[config.mk]
export PLATFORM = sky130hd
export DESIGN_NAME = cmsdk_ahb_to_flash16_flat
export DESIGN_NICKNAME = d
export VERILOG_FILES = /design/src/rtl/cmsdk_ahb_flash16_pkg.sv /design/src/rtl/cmsdk_ahb_to_flash16_if.sv /design/src/rtl/cmsdk_flash16_ws_counter.sv /design/src/rtl/cmsdk_ahb_to_flash16.sv /design/src/flat_wrapper.sv
export SDC_FILE = /design/constraint.sdc
export NUM_CORES = 1
export LEC_CHECK = 0
export CORE_UTILIZATION = 37
export DETAILED_ROUTE_END_ITERATION = 8
export GPL_ROUTABILITY_DRIVEN = 0
export PLACE_DENSITY = 0.77
export SYNTH_ARGS = -nofsm -noshare
export SYNTH_HDL_FRONTEND = slang
export SYNTH_SLANG_ARGS = --single-unit
[constraint.sdc]
create_clock -name HCLK -period 2 [get_ports HCLK]
set_clock_uncertainty 0.15 [all_clocks]
set_input_delay 0.6 -clock HCLK [delete_from_list [all_inputs] [get_ports HCLK]]
set_output_delay 0.6 -clock HCLK [all_outputs]
set_load 0.02 [all_outputs]
[src/rtl/cmsdk_ahb_flash16_pkg.sv]
// Shared definitions for the AHB-Lite to 16-bit flash read bridge:
// FSM state encoding, AHB transfer/response codes and counter sizing.
package cmsdk_ahb_flash16_pkg;

    typedef enum logic [2:0] {
        ST_IDLE  = 3'd0,
        ST_RD_LO = 3'd1,
        ST_RD_HI = 3'd2,
        ST_ERR1  = 3'd3,
        ST_ERR2  = 3'd4
    } state_t;

    localparam logic [1:0] HTRANS_IDLE   = 2'b00;
    localparam logic [1:0] HTRANS_BUSY   = 2'b01;
    localparam logic [1:0] HTRANS_NONSEQ = 2'b10;
    localparam logic [1:0] HTRANS_SEQ    = 2'b11;

    localparam logic HRESP_OKAY  = 1'b0;
    localparam logic HRESP_ERROR = 1'b1;

    // Wait-state counter width: enough bits to reach WS, never fewer than one.
    function automatic int cnt_width(input int ws);
        return (ws < 1) ? 1 : $clog2(ws + 1);
    endfunction

endpackage

[src/rtl/cmsdk_ahb_to_flash16_if.sv]
// AHB-Lite slave-side bus bundle for the 16-bit flash bridge.
// A transfer is accepted on an HCLK edge where HSEL, HTRANS[1] and HREADY are all high;
// its data phase ends on the first edge where HREADYOUT is high.
interface cmsdk_ahb_to_flash16_if #(
    parameter int AW = 16
);
    logic          HSEL;
    logic [AW-1:0] HADDR;
    logic [1:0]    HTRANS;
    logic [2:0]    HSIZE;
    logic          HWRITE;
    logic          HREADY;
    logic          HREADYOUT;
    logic          HRESP;
    logic [31:0]   HRDATA;

    modport slave (
        input  HSEL, HADDR, HTRANS, HSIZE, HWRITE, HREADY,
        output HREADYOUT, HRESP, HRDATA
    );

    modport master (
        output HSEL, HADDR, HTRANS, HSIZE, HWRITE, HREADY,
        input  HREADYOUT, HRESP, HRDATA
    );
endinterface

[src/rtl/cmsdk_flash16_ws_counter.sv]
// Flash wait-state counter: restarts at 0 on every flash address load and
// flags done once the address has been held for WS+1 cycles.
module cmsdk_flash16_ws_counter
    import cmsdk_ahb_flash16_pkg::*;
#(
    parameter int WS = 0
) (
    input  logic HCLK,
    input  logic HRESETn,
    input  logic load,
    output logic done
);
    localparam int CW = cnt_width(WS);

    logic [CW-1:0] r_count;

    // Saturates at WS so a long IDLE stretch cannot wrap into a false phase end.
    always_ff @(posedge HCLK or negedge HRESETn) begin
        if (!HRESETn) begin
            r_count <= '0;
        end else if (load) begin
            r_count <= '0;
        end else if (!done) begin
            r_count <= r_count + 1'b1;
        end
    end

    assign done = (r_count == CW'(WS));

endmodule

[src/rtl/cmsdk_ahb_to_flash16.sv]
// AHB-Lite read bridge onto a 16-bit flash: each word read becomes two halfword fetches,
// each held WS+1 cycles. Define CMSDK_FLASH_WRITE_ERR_EN to answer writes with a two-cycle ERROR.
module cmsdk_ahb_to_flash16
    import cmsdk_ahb_flash16_pkg::*;
#(
    parameter int AW = 16,
    parameter int WS = 0
) (
    input  logic                    HCLK,
    input  logic                    HRESETn,
    cmsdk_ahb_to_flash16_if.slave   ahb,
    output logic [AW-2:0]           FLASHADDR,
    input  logic [15:0]             FLASHRDATA,
    output state_t                  o_dbg_state
);
    state_t        r_state;
    state_t        w_next;
    logic [AW-2:0] r_flashaddr;
    logic [AW-2:0] w_flashaddr_nxt;
    logic [15:0]   r_low;
    logic          r_word;
    logic          w_word_nxt;
    logic          w_load;
    logic          w_low_en;
    logic          w_done;
    logic          w_ready;
    logic          w_resp;
    logic          w_accept;
    logic          w_complete;
    logic          w_unused;

    assign w_accept = ahb.HSEL & ahb.HTRANS[1] & ahb.HREADY;
    assign w_unused = ^{ahb.HSIZE[2], ahb.HSIZE[0], ahb.HTRANS[0], ahb.HADDR[0]};

    cmsdk_flash16_ws_counter #(.WS(WS)) u_ws_counter (
        .HCLK    (HCLK),
        .HRESETn (HRESETn),
        .load    (w_load),
        .done    (w_done)
    );

    always_comb begin
        w_next          = r_state;
        w_flashaddr_nxt = r_flashaddr;
        w_word_nxt      = r_word;
        w_load          = 1'b0;
        w_low_en        = 1'b0;
        w_ready         = 1'b1;
        w_resp          = HRESP_OKAY;
        case (r_state)
            ST_RD_LO: begin
                w_ready = 1'b0;
                if (w_done) begin
                    w_next          = ST_RD_HI;
                    w_flashaddr_nxt = r_flashaddr + 1'b1;
                    w_load          = 1'b1;
                    w_low_en        = 1'b1;
                end
            end
            ST_RD_HI: w_ready = w_done;
`ifdef CMSDK_FLASH_WRITE_ERR_EN
            ST_ERR1: begin
                w_ready = 1'b0;
                w_resp  = HRESP_ERROR;
                w_next  = ST_ERR2;
            end
            ST_ERR2: w_resp = HRESP_ERROR;
`endif
            default: ;
        endcase
        // Any cycle that ends a data phase may accept the next transfer at the same edge.
        if (w_ready) begin
            w_next = ST_IDLE;
            if (w_accept) begin
                if (ahb.HWRITE) begin
`ifdef CMSDK_FLASH_WRITE_ERR_EN
                    w_next = ST_ERR1;
`endif
                end else if (ahb.HSIZE[1]) begin
                    w_next          = ST_RD_LO;
                    w_flashaddr_nxt = {ahb.HADDR[AW-1:2], 1'b0};
                    w_word_nxt      = 1'b1;
                    w_load          = 1'b1;
                end else begin
                    w_next          = ST_RD_HI;
                    w_flashaddr_nxt = ahb.HADDR[AW-1:1];
                    w_word_nxt      = 1'b0;
                    w_load          = 1'b1;
                end
            end
        end
    end

    always_ff @(posedge HCLK or negedge HRESETn) begin
        if (!HRESETn) begin
            r_state     <= ST_IDLE;
            r_flashaddr <= '1;
            r_low       <= '0;
            r_word      <= 1'b0;
        end else begin
            r_state     <= w_next;
            r_flashaddr <= w_flashaddr_nxt;
            r_word      <= w_word_nxt;
            if (w_low_en) begin
                r_low <= FLASHRDATA;
            end
        end
    end

    // Upper lane always comes straight from the flash; the lower lane is either the
    // registered first halfword (word read) or the same halfword replicated.
    assign w_complete    = (r_state == ST_RD_HI) && w_done;
    assign ahb.HRDATA    = w_complete ? {FLASHRDATA, (r_word ? r_low : FLASHRDATA)} : 32'h0;
    assign ahb.HREADYOUT = w_ready;
    assign ahb.HRESP     = w_resp;
    assign FLASHADDR     = r_flashaddr;
    assign o_dbg_state   = r_state;

endmodule

[src/flat_wrapper.sv]
// flat-port wrapper written by rule: the top's interface ports become plain ports
module cmsdk_ahb_to_flash16_flat import cmsdk_ahb_flash16_pkg::*;
#(
    parameter int AW = 16,
    parameter int WS = 0
)
  (HCLK, HRESETn, FLASHADDR, FLASHRDATA, o_dbg_state, ahb_HSEL, ahb_HADDR, ahb_HTRANS, ahb_HSIZE, ahb_HWRITE, ahb_HREADY, ahb_HREADYOUT, ahb_HRESP, ahb_HRDATA);
  cmsdk_ahb_to_flash16_if #(.AW(AW)) ahb_i ();
  input  logic HCLK;
  input  logic HRESETn;
  output logic [AW-2:0] FLASHADDR;
  input  logic [15:0] FLASHRDATA;
  output state_t o_dbg_state;
  input wire logic [$bits(ahb_i.HSEL)-1:0] ahb_HSEL;
  input wire logic [$bits(ahb_i.HADDR)-1:0] ahb_HADDR;
  input wire logic [$bits(ahb_i.HTRANS)-1:0] ahb_HTRANS;
  input wire logic [$bits(ahb_i.HSIZE)-1:0] ahb_HSIZE;
  input wire logic [$bits(ahb_i.HWRITE)-1:0] ahb_HWRITE;
  input wire logic [$bits(ahb_i.HREADY)-1:0] ahb_HREADY;
  output wire logic [$bits(ahb_i.HREADYOUT)-1:0] ahb_HREADYOUT;
  output wire logic [$bits(ahb_i.HRESP)-1:0] ahb_HRESP;
  output wire logic [$bits(ahb_i.HRDATA)-1:0] ahb_HRDATA;
  assign ahb_i.HSEL = ahb_HSEL;
  assign ahb_i.HADDR = ahb_HADDR;
  assign ahb_i.HTRANS = ahb_HTRANS;
  assign ahb_i.HSIZE = ahb_HSIZE;
  assign ahb_i.HWRITE = ahb_HWRITE;
  assign ahb_i.HREADY = ahb_HREADY;
  assign ahb_HREADYOUT = ahb_i.HREADYOUT;
  assign ahb_HRESP = ahb_i.HRESP;
  assign ahb_HRDATA = ahb_i.HRDATA;
  cmsdk_ahb_to_flash16 #(.AW(AW), .WS(WS)) u_core (.HCLK(HCLK), .HRESETn(HRESETn), .ahb(ahb_i), .FLASHADDR(FLASHADDR), .FLASHRDATA(FLASHRDATA), .o_dbg_state(o_dbg_state));
endmodule
Yosys cells after proc, flatten, opt, wreduce, memory -nomap -nowiden

Cells that the tools add are included.

Register bits: 36
Logic and storage cells: 41

$add $sub $neg: 2
Equal/unequal tests: 3
Muxes and demuxes: 23
Bitwise logic cells: 4
Reduce and logical (&&, ||, !) cells: 4

Operators with widths:

| operator                                            | count |
|---|---|
| 2-to-1 mux 15 bit                                   | 5 |
| 2-to-1 mux 32 bit                                   | 1 |
| 2-to-1 mux 16 bit                                   | 1 |
| adder 15 x 1 -> 15 bit, second input constant       | 1 |
| 2-to-1 mux 3 bit                                    | 5 |
| 2-to-1 mux 1 bit                                    | 9 |
| equality test 3 x 1 -> 1 bit, second input constant | 1 |
| equality test 3 x 2 -> 1 bit, second input constant | 1 |
| AND reduction 3 bit                                 | 1 |
| AND 1 bit                                           | 2 |
| 2-to-1 mux 2 bit                                    | 1 |
| != test 2 bit, second input constant                | 1 |
| NOT 1 bit                                           | 2 |
| case mux 1 bit (2 select lines)                     | 1 |
| AND reduction 2 bit                                 | 1 |
| nonzero test 2 bit                                  | 1 |
| adder 1 bit, second input constant                  | 1 |
| logical AND 1 bit                                   | 1 |

Logic depth before layout (Yosys ltp)

Gate-level depths: netlist of run 1.

Word-level depth: 6
Mapped depth: 6

Hierarchy

A second synthesis of run 1 with hierarchy kept.

Cells, all modules: 240
Area, all modules: 2,024.4 um^2

Modules (own cells, without submodules):

| module                   | instances | cells an instance | area an instance (um^2) | sequential area each (um^2) |
|---|---|---|---|---|
| cmsdk_ahb_to_flash16     | 1         | 238               | 2,013.2                 | 869.6 |
| cmsdk_flash16_ws_counter | 1         | 2                 | 11.3                    | 0.0 |

Least setup slack after synthesis of run 1

Ideal clock, no wire load.

Kind: reg-to-output
From: register u_core.r_word
To: output ahb_HRDATA[10]
Arrival time: 1,362 ps
Path slack: -112 ps
Stages on the path, launching flop included: 5
Cell sequence: dfrtp_1 > clkbuf_1 > buf_2 > mux2i_1 > nor2_1

Cells in the longest elaborated chain, start to end: 2

RTL lines:

| item                   | RTL line                    | RTL |
|---|---|---|
| start, declared        | cmsdk_ahb_to_flash16.sv:21  | `logic r_word;` |
| start signal, assigned | cmsdk_ahb_to_flash16.sv:103 | `r_word <= w_word_nxt;` |
| 2-to-1 mux 16 bit      | cmsdk_ahb_to_flash16.sv:113 | `assign ahb.HRDATA = w_complete ? {FLASHRDATA, (r_word ? r_low : FLASHRDATA)} : 32'h0;` |
| 2-to-1 mux 32 bit      | cmsdk_ahb_to_flash16.sv:113 |  |
| end, declared          | flat_wrapper.sv:22          | `output wire logic [$bits(ahb_i.HRDATA)-1:0] ahb_HRDATA;` |

No other way between the ends.

Worst setup path in the final report of run 1

From: register u_core.r_state[0] (netlist: u_core.o_dbg_state[0])
To: output ahb_HRDATA[24]

Cells in the longest elaborated chain, start to end: 3

RTL lines:

| item                         | RTL line                    | RTL |
|---|---|---|
| start, declared              | cmsdk_ahb_to_flash16.sv:16  | `state_t r_state;` |
| start signal, assigned       | cmsdk_ahb_to_flash16.sv:101 | `r_state <= w_next;` |
| equality test 3 x 2 -> 1 bit | cmsdk_ahb_to_flash16.sv:112 | `assign w_complete = (r_state == ST_RD_HI) && w_done;` |
| logical AND 1 bit            | cmsdk_ahb_to_flash16.sv:112 |  |
| 2-to-1 mux 32 bit            | cmsdk_ahb_to_flash16.sv:113 |  |

No other way between the ends.

==> summary.md, run 1 <==
| Metric | Value |
|---|---|
| Outcome | `finished with violations` |
| Failing checks | `setup timing` |
| Initial antenna violation count | `0` |
| Global-route wire length before repair | `roughly 9.1 mm` |
| Worst hold path class | `reg2reg` |
| Pwr dens | `approximately 700 nW/um^2` |
| Drt wl/cell | `roughly 15 um` |
| Area Growth Syn to Fin | `68.1%` |
| Post-layout util | `between 60 and 70%` |
| Total CTS buffers | `5` |
| Mux share of post-synthesis cell area | `under 10%` |
| CP max FO | `6` |
| Combinational share of power | `roughly 33%` |
| I/O Buffers | `between 80 and 90` |
| CTS root buf | `clkbuf_8` |
| Post-Synthesis Cell Area | `about 1900 um^2` |
| GRT Total Usage | `around 22%` |
| Final Hold Fails | `0` |
| LEAKAGE | `around 1.5 nW` |
| Antenna-violating nets left | `0` |
| Switching share of power | `between 30% and 40%` |
| Total number of vias | `a little over 2000` |
| Slack of the critical path | `-0.120 ns` |
| Asr flop ratio synth | `100%` |
| First-pass detailed-route iteration total | `4` |
| YS warnings | `0` |
| Clock slew at reported path FFs | `roughly 0.07 ns` |
| Via density | `around 5.0` |
| Total gr overflow | `0` |
| Fin crit share | `106%` |
| Filler Cells Inserted | `approximately 430` |
| Seq pwr share | `45.0%` |
| Minimum clock period | `2.12 ns` |
| Predominant post-synthesis flop cell | `dfrtp_1` |
| Nets | `383` |
| Worst endpoint required time | `1.25 ns` |
| Clock Path Buffers | `2` |
| Setup CP Type | `reg2out` |
| Setup crit end kind | `output port` |
| Post-route insts no fill | `just over 400` |
| Most frequent cells in the layout | `nand2_1 (58), buf_4 (33), dlygate4sd2_1 (31)` |
| Post-synthesis adder-cell area fraction | `less than 1%` |
| Cells after DPL | `393` |
| Seq cells post-synth | `34` |
| Pint | `~1.5 mW` |
| Psw | `0.758 mW` |
| Core Footprint | `about 4900 um^2` |
| Clk pwr share | `a little over a fifth` |
| Initial Util | `about two fifths` |
| Cell depth of the worst min-delay path | `2` |
| Fin. max-slew vios | `0` |
| Sequential-to-total area share from yosys stat | `between 40% and 50%` |
| Synth Instances | `about 230` |
| Num rows | `25` |
| Share of cells above drive strength 1 | `between 30% and 40%` |
| Die ar. | `around 5500 um^2` |
| Largest family of logic cells by synthesized area | `simple AND/OR/NAND/NOR gates` |
| First-iteration detailed-routing DRC count | `67` |
| Die H | `about 74 um` |
| # IOs | `94` |
| Power Total | `2.27 mW` |
| Antenna diodes | `0` |
| Post-Syn Area per Cell | `8.49 um^2` |
| Vias in the first global route | `approximately 1900` |
| # setup viols final | `31` |
| Startpoint types | `flop` |
| R2R depth | `5` |
| Area of the multi-input gates | `between 1000 and 1500 um^2` |
| Synth Area in Compound Gates | `about 8.0%` |
| Post-DP HPWL | `4.12 mm` |
| Commonest non-fill, non-tap cell in the layout | `nand2_1` |
| Achievable Freq | `approximately 470 MHz` |
| Xor/xnor share of the synthesized area | `approximately 2.3%` |
| Die X | `between 70 and 80 um` |
| Dpl ws | `-0.668 ns` |
| Number of synthesized flops with an enable pin | `0` |
| RSZ-0062 raised after global routing | `true` |
| Post-Synth Simple-Gate Area | `about 31%` |
| Max rail drop VDD | `around 0.39 mV` |
| Worst-skew pair later-pin latency | `roughly 0.28 ns` |
| CTS tree | `done` |
| CTS H-tree depth | `2` |
| Yosys cell types | `42` |
| Max cap viols | `0` |
| Remaining DRCs | `0` |
| Sinks on Clock Net | `34` |
| Final WL | `~6.0 mm` |
| Register Area | `slightly below 900 um^2` |
| Crit path DAT | `1.37 ns` |
| Pin count of the biggest net entering global routing | `35` |
## sequential cells by signal, summed over array words and instances, names as in the netlist
register / cells
u_core.r_low: 16
u_core.FLASHADDR: 15
u_core.o_dbg_state: 2
u_core.r_word: 1
## stage by stage
| step | instance area, um^2 | hold slack, ns | setup TNS [ns] |
|---|---|---|---|
| 3_5_place_dp | 3030 | 0.312 | -21.17 |
| 2_1_floorplan | 1930 | 0.154 | -0.630 |
| 6_report | 3240 | 0.327 | -2.07 |
| 5_1_grt | 3240 | 0.352 | -3.79 |
| 3_3_place_gp | 3030 | 0.307 | -20.14 |
| 4_1_cts | 3170 | 0.331 | -2.22 |
## critical path, stage by stage (launching register included)
cell and delay (ns):
dfrtp_1 0.43, nor2b_4 0.18, buf_6 0.15, buf_6 0.10, and2_4 0.13, buf_6 0.11
## power by group through the flow
stage	sequential [mW]	clock, mW	combinational, mW
finish	1.02	0.491	0.758
global route	1.04	0.545	0.818
CTS	1.01	0.500	0.731
detailed placement	1.03	0	0.773
global placement	1.02	0	0.758
floorplan	1.10	0	0.308
## final timing paths
path                                             from                   end  slack [ns]
worst min register to register        u_core.r_low[4]       u_core.r_low[4]        0.33
worst max register to register    u_core.FLASHADDR[0]  u_core.FLASHADDR[14]        0.06
min in group asynchronous                     HRESETn      u_core.r_low[14]        0.53
worst max-delay path            u_core.o_dbg_state[0]        ahb_HRDATA[24]       -0.12
max in group asynchronous                     HRESETn   u_core.FLASHADDR[4]        0.92
worst min-delay path                  u_core.r_low[4]       u_core.r_low[4]        0.33
## routing by layer
metal,vias up,GRT usage (%),wire [um]
met2,64,38.4,3040
li1,989,-,-
met5,-,0,0
met4,0,9.40,132
met1,966,26.7,2590
met3,12,4.88,213
## kinds of logic (layout without fill, tap and decap cells)
family,Yosys count,after routing
AND/OR/NAND/NOR,128,128
flip-flops,34,34
AO/OA/AOI/OAI,25,25
multiplexers,17,17
buffers and inverters,16,129
XOR/XNOR,5,5
adder cells (fa/ha/maj),1,1
other,1,2
## timing repair
action,CTS,global route
cloned,1,1
pin swaps,8,0
endpoints found under the setup margin,50,39
hold buffers,0,0
gates resized for setup,241,17
buffers inserted,5,0
## area by class of cell
class | instances | share of cell area [%]
Tap cell | 67 | 2.59
Multi-Input combinational cell | 178 | 32.8
Clock inverter | 2 | 0.309
Clock buffer | 6 | 2.24
Timing Repair Buffer | 118 | 34.9
Sequential cell | 34 | 26.9
Inverter | 3 | 0.347
## synth_stat cells (3+ instances only)
library cell | n | area [um^2]
nand3_1 | 5 | 25.0
nor3_1 | 3 | 15.0
inv_1 | 3 | 11.3
a31oi_1 | 4 | 25.0
mux2i_1 | 17 | 170
nor2_1 | 25 | 93.8
nand2_1 | 59 | 221
nand4_1 | 3 | 18.8
o21ai_0 | 11 | 55.1
and2_1 | 17 | 106
clkbuf_1 | 7 | 26.3
xnor2_1 | 4 | 35.0
buf_2 | 3 | 15.0
dfrtp_1 | 19 | 475
dfstp_2 | 15 | 394
Note: power is estimated with default switching activity, not from simulation.
==> inputs of run 2 (changes only) <==
--- a/config.mk
+++ b/config.mk
@@ -5,10 +5,10 @@
 export SDC_FILE = /design/constraint.sdc
 export NUM_CORES = 1
 export LEC_CHECK = 0
-export CORE_UTILIZATION = 37
+export CORE_UTILIZATION = 45
 export DETAILED_ROUTE_END_ITERATION = 8
+export DONT_BUFFER_PORTS = 1
 export GPL_ROUTABILITY_DRIVEN = 0
-export PLACE_DENSITY = 0.77
 export SYNTH_ARGS = -nofsm -noshare
 export SYNTH_HDL_FRONTEND = slang
 export SYNTH_SLANG_ARGS = --single-unit
==> run 2 against run 1 <==
Effect of this change: the flow still finishes with violations (setup timing); sequential power barely moved; flip-flop and latch count is the same; first-iteration DRC count decreased by 9.0%; die area fell by 17%; final area decreased by 19%.
==> summary.md, run 2 (synthesis gave the netlist of run 1 again) <==
| Metric | Value |
|---|---|
| Outcome | `finished with violations` |
| Failing checks | `setup timing` |
| # IOs | `94 (unchanged)` |
| Die H | `67.5 um (-9.1%)` |
| Vias in the first global route | `1591 (-18%)` |
| CP max FO | `7 (+1)` |
| Pin count of the biggest net entering global routing | `34 (-2.9%)` |
| Minimum clock period | `2.06 ns (-0.0579 ns)` |
| Core Footprint | `4060 um^2 (-17%)` |
| Placed cell area | `2260 um^2 (-25%)` |
| Die ar. | `4550 um^2 (-17%)` |
| Via density | `5.56 (+12%)` |
| First-iteration detailed-routing DRC count | `61 (-9.0%)` |
| Setup CP Type | `reg2out` |
| Max reg flops | `16 (unchanged)` |
| Pwr dens | `884 nW/um^2 (+26%)` |
| Remaining DRCs | `0 (unchanged)` |
| Worst-skew pair later-pin latency | `0.29 ns (about the same)` |
| Clock slew at reported path FFs | `0.07 ns (about the same)` |
| Max cap viols | `0 (unchanged)` |
| # setup viols final | `16 (-48%)` |
| Final Hold Fails | `0 (unchanged)` |
| Fin. max-slew vios | `0 (unchanged)` |
| Share of cells above drive strength 1 | `40.3% (+7.2 points)` |
| Setup crit end kind | `output port` |
| Worst endpoint required time | `1.25 ns (about the same)` |
| RSZ-0062 raised after global routing | `true` |
| Area Growth Syn to Fin | `35.4%` |
| Hold_ws | `0.257 ns (-0.0694 ns)` |
| Reg2reg setup slack | `0.09 ns (+0.03 ns)` |
| Dpl ws | `0.0915 ns (+0.760 ns)` |
| Commonest non-fill, non-tap cell in the layout | `nand2_1` |
| Total number of vias | `1797 (-12%)` |
| Num rows | `23 (-8.0%)` |
| Worst slew margin | `65.4%` |
| Post-route cell area | `2610 um^2 (-19%)` |
| First-pass detailed-route iteration total | `4 (unchanged)` |
| Worst hold path class | `in2reg` |
| Global-route wire length before repair | `7.32 mm (-20%)` |
| CTS tree | `done` |
| Setup TNS | `-0.567 ns (+1.50 ns)` |
| Antenna-violating nets left | `0 (unchanged)` |
| Slack of the critical path | `-0.0625 ns (+0.0579 ns)` |
| Final WL | `5.13 mm (-14%)` |
| Achievable Freq | `485 MHz (+2.8%)` |
| GRT Total Usage | `22.3% (+0.057 points)` |
| Reg2reg start | `u_core.FLASHADDR[0]` |
| Worst-Margin Slew | `0.519 ns` |
| Clock Path Buffers | `2 (unchanged)` |
| Nets | `315 (-18%)` |
| Drt wl/cell | `15.9 um (+8.4%)` |
| Initial antenna violation count | `0 (unchanged)` |
| Filler Cells Inserted | `333 (-23%)` |
| Max rail drop VDD | `0.471 mV (+21%)` |
| Startpoint types | `flop` |
| Fin crit share | `103% (-2.9 points)` |
| R2R depth | `5 (unchanged)` |
| Crit path from | `u_core.r_word` |
| I/O Buffers | `0 (-100%)` |
| Antenna diodes | `0 (unchanged)` |
| CP Capture Point | `ahb_HRDATA[9]` |
| CTS H-tree depth | `2 (unchanged)` |
| Critical Path Max Stage Delay | `0.43 ns (about the same)` |
| Critical-path cell list | `buf_12 -> mux2i_2 -> nor2_4 -> buf_6` |
| Total CTS buffers | `5 (unchanged)` |
| Most frequent cells in the layout | `nand2_1 (58), buf_4 (39), nor2_1 (17)` |
| LEAKAGE | `1.18 nW (-23%)` |
| Total gr overflow | `0 (unchanged)` |
| Sinks on Clock Net | `34 (unchanged)` |
| Critical path's slowest cell | `dfrtp_2` |
| Initial Util | `47.5% (+8.0 points)` |
| Post-DP HPWL | `3.50 mm (-15%)` |
| Crit path DAT | `1.31 ns (-0.06 ns)` |
| Reg-to-reg endpoint | `u_core.FLASHADDR[14]` |
| Most flop-heavy register | `u_core.r_low` |
| Die X | `67.5 um (-9.1%)` |
| CTS root buf | `clkbuf_8` |
## run 2: worst max-delay path, delay by kind of cell, from the launching register on
| kind | cells | cell delay (ns) |
|---|---|---|
| muxes | 1 | 0.26 |
| and+or+nand+nor | 1 | 0.05 |
| DFF | 1 | 0.43 |
| buffers and inverters | 2 | 0.28 |
## run 2: area by class of cell
class / count / area (um^2) / area share, %
inverter: 3 / 11.3 / 0.431
sequential: 34 / 873 / 33.4
timing repair buffer: 49 / 435 / 16.7
clock buffer: 8 / 111 / 4.26
tap: 50 / 62.6 / 2.40
multi-input combinational: 179 / 1120 / 42.8
## run 2: worst min-delay path by stage
stage / from / endpoint / slack, ns / cells after the start
floorplan: HRESETn / u_core.o_dbg_state[0] / 0.15 / 0
global placement: HRESETn / u_core.r_low[2] / 0.16 / 0
detailed placement: HRESETn / u_core.r_low[2] / 0.16 / 0
CTS: ahb_HSIZE[1] / u_core.o_dbg_state[1] / 0.26 / 1
global route: FLASHRDATA[12] / u_core.r_low[12] / 0.26 / 2
finish: ahb_HADDR[11] / u_core.FLASHADDR[10] / 0.26 / 2
## run 2: what timing repair did
action	CTS	global route
pin swaps	0	18
hold buffers	2	0
setup endpoints to repair	33	34
gates cloned	0	3
hold endpoints to repair	33	0
gates resized for setup	34	31
setup buffers	2	2
## run 2: power breakdown
part / total [mW] / switching, mW / leakage, nW / internal [mW]
Sequential: 1.05 / 0.157 / 0.384 / 0.894
Combinational: 0.647 / 0.340 / 0.734 / 0.307
Clock: 0.611 / 0.255 / 0.0566 / 0.356
## run 2: layer usage
metal | global-route usage (%) | up-vias | routed length (um)
li1 | - | 849 | -
met1 | 27.5 | 877 | 2200
met2 | 35.3 | 63 | 2530
met3 | 7.43 | 8 | 317
met4 | 9.84 | 0 | 77
met5 | 0 | - | 0
## run 2: per-stage QoR
stage | cells | utilization (%) | power, mW
after floorplan | 228 | - | 1.40
after global placement | 307 | 55.8 | 1.57
after detailed placement | 307 | 55.8 | 1.61
after CTS | 319 | 60.8 | 2.24
after global routing | 323 | 64.4 | 2.44
final | 323 | 64.4 | 2.31
==> inputs of run 3 (changes only) <==
--- a/config.mk
+++ b/config.mk
@@ -5,6 +5,7 @@
 export SDC_FILE = /design/constraint.sdc
 export NUM_CORES = 1
 export LEC_CHECK = 0
+export CORE_MARGIN = 3
 export CORE_UTILIZATION = 45
 export DETAILED_ROUTE_END_ITERATION = 8
 export DONT_BUFFER_PORTS = 1
==> run 3 against run 2 <==
Effect of this change: the run still ends with setup timing left; worst hold slack improved by 0.019 ns; core utilization decreased by 1.0 points; non-clock buffer count increased by 1; routed wire length increased by 5.2%; register-to-register slack about the same; sequential share of layout area increased by 0.46 points; sequential power about the same; via count increased by 0.39%; setup slack improved by 0.014 ns; flip-flop and latch count unchanged.
==> summary.md, run 3 (synthesis gave the netlist of run 1 again) <==
| Metric | Value |
|---|---|
| Outcome | `finished with violations` |
| Critical path's slowest cell | `dfrtp_1` |
| Most flop-heavy register | `u_core.r_low` |
| Nets | `316 (+0.32%)` |
| Slack of the critical path | `-0.0486 ns (+0.0139 ns)` |
| Total CTS buffers | `5 (unchanged)` |
| Drt wl/cell | `16.6 um (+4.8%)` |
| Post-route cell area | `2570 um^2 (-1.6%)` |
| Global-route wire length before repair | `8.00 mm (+9.3%)` |
| Via density | `5.57 (about the same)` |
| Worst slew margin | `42.3% (-23 points)` |
| Pin count of the biggest net entering global routing | `20 (-41%)` |
| Antenna-violating nets left | `0 (unchanged)` |
| Clock Path Buffers | `2 (unchanged)` |
| Post-DP HPWL | `3.73 mm (+6.8%)` |
| Core Footprint | `4060 um^2 (unchanged)` |
| Vias in the first global route | `1730 (+8.7%)` |
| Sinks on Clock Net | `34 (unchanged)` |
| Worst-Margin Slew | `0.863 ns (+0.344 ns)` |
| Total gr overflow | `0 (unchanged)` |
| Post-route insts no fill | `324 (+0.31%)` |
| Area Growth Syn to Fin | `33.2%` |
| Die X | `71.5 um (+5.9%)` |
| Placed cell area | `2250 um^2 (-0.55%)` |
| Worst hold path class | `in2reg` |
| Achievable Freq | `488 MHz (+0.68%)` |
| CTS tree | `done` |
| Setup CP Type | `reg2out` |
| Commonest non-fill, non-tap cell in the layout | `nand2_1` |
| LEAKAGE | `1.16 nW (-1.1%)` |
| Filler Cells Inserted | `349 (+4.8%)` |
| Final Hold Fails | `0 (unchanged)` |
| GRT Total Usage | `19.8% (-2.5 points)` |
| Worst endpoint required time | `1.25 ns (about the same)` |
| I/O Buffers | `0 (unchanged)` |
| Most frequent cells in the layout | `nand2_1 (58), buf_4 (38), dfrtp_1 (18)` |
| CTS H-tree depth | `2 (unchanged)` |
| Initial Util | `47.5% (unchanged)` |
| Setup TNS | `-0.442 ns (+0.125 ns)` |
| # IOs | `94 (unchanged)` |
| Critical Path Max Stage Delay | `0.43 ns (about the same)` |
| Max rail drop VDD | `0.428 mV (-9.2%)` |
| Num rows | `23 (unchanged)` |
| Remaining DRCs | `0 (unchanged)` |
| Die H | `71.5 um (+5.9%)` |
| RSZ-0062 raised after global routing | `true` |
| Failing checks | `setup timing` |
| Cells after DPL | `307 (unchanged)` |
| Hold_ws | `0.276 ns (+0.0187 ns)` |
| Max reg flops | `16 (unchanged)` |
| CP delay by family, top | `flip-flops` |
| Buf/Inv on CP | `2 (unchanged)` |
| Max cap viols | `0 (unchanged)` |
| Startpoint types | `flop` |
| Antenna diodes | `0 (unchanged)` |
| Initial antenna violation count | `0 (unchanged)` |
| CTS root buf | `clkbuf_8` |
| First-pass detailed-route iteration total | `4 (unchanged)` |
| Minimum clock period | `2.05 ns (-0.0139 ns)` |
| # setup viols final | `16 (unchanged)` |
| Final WL | `5.39 mm (+5.2%)` |
| Clock slew at reported path FFs | `0.06 ns (about the same)` |
| Pwr dens | `831 nW/um^2 (-6.0%)` |
| Critical-path cell list | `nand2b_4 -> buf_6 -> nor2_1 -> buf_4` |
| Share of cells above drive strength 1 | `40.5% (+0.22 points)` |
| Crit path DAT | `1.30 ns (about the same)` |
| Total number of vias | `1804 (+0.39%)` |
| CP max FO | `8 (+1)` |
| Fin crit share | `102% (-0.69 points)` |
| First-iteration detailed-routing DRC count | `96 (+57%)` |
| Setup crit end kind | `output port` |
| Worst-skew pair later-pin latency | `0.27 ns (-0.02 ns)` |
| Fin. max-slew vios | `0 (unchanged)` |
| Die ar. | `5110 um^2 (+12%)` |
-- run 3: changes by cell type in the layout (fill, tap and decap cells not counted), moves of 2 or more --
cell	delta
dfrtp_1	+2
clkbuf_16	-2
buf_6	+4
nor2_1	-3
buf_12	-2
nor2_2	+4
dfrtp_2	-2
clkbuf_1	+2
-- run 3: cell type report --
type / instances / area (um^2) / area share [%]
multi-input combinational: 178 / 1120 / 43.5
sequential: 34 / 871 / 33.9
timing repair buffer: 50 / 418 / 16.3
clock buffer: 8 / 80.1 / 3.12
tap: 50 / 62.6 / 2.44
inverter: 3 / 15.0 / 0.585
timing repair inverter: 1 / 5.00 / 0.195
-- run 3: path summary, 6_finish.rpt --
check | from | to | slack, ns | cells past startpoint
worst max-delay path | u_core.o_dbg_state[0] | ahb_HRDATA[6] | -0.05 | 4
worst min-delay path | ahb_HSIZE[1] | u_core.o_dbg_state[1] | 0.28 | 1
worst max register to register | u_core.FLASHADDR[1] | u_core.FLASHADDR[14] | 0.08 | 5
worst min register to register | u_core.r_low[3] | u_core.r_low[3] | 0.33 | 2
max in group asynchronous | HRESETn | u_core.o_dbg_state[1] | 0.38 | 1
min in group asynchronous | HRESETn | u_core.r_low[4] | 0.73 | 1
-- run 3: report_power, final --
part | internal (mW) | switching (mW)
clock | 0.247 | 0.227
sequential | 0.892 | 0.130
combinational | 0.278 | 0.360
total | 1.42 | 0.717
-- run 3: repair_timing --
item	CTS	global route
hold buffers	1	1
resized for setup	31	39
endpoints found under the hold margin	19	15
endpoints found under the setup margin	32	36
pin swaps	0	17
setup buffers	3	1
gates cloned	2	1
-- run 3: metal layers --
layer | GRT usage [%] | routed length, um | vias up | part of all wire [%]
met2 | 33.5 | 2850 | 81 | 53
met4 | 7.31 | 38 | 0 | 0.70
met1 | 24.4 | 2110 | 871 | 39
li1 | - | - | 848 | -
met5 | 0 | 0 | - | 0
met3 | 4.91 | 388 | 4 | 7.2
-- run 3: metrics by stage --
step / worst slack (ns) / total power, mW / util [%]
finish: -0.0486 / 2.13 / 63.3
global route: -0.104 / 2.25 / 63.3
CTS: -0.0423 / 2.10 / 60.1
detailed placement: 0.0322 / 1.60 / 55.5
global placement: 0.134 / 1.57 / 55.5
floorplan: -0.0630 / 1.40 / -
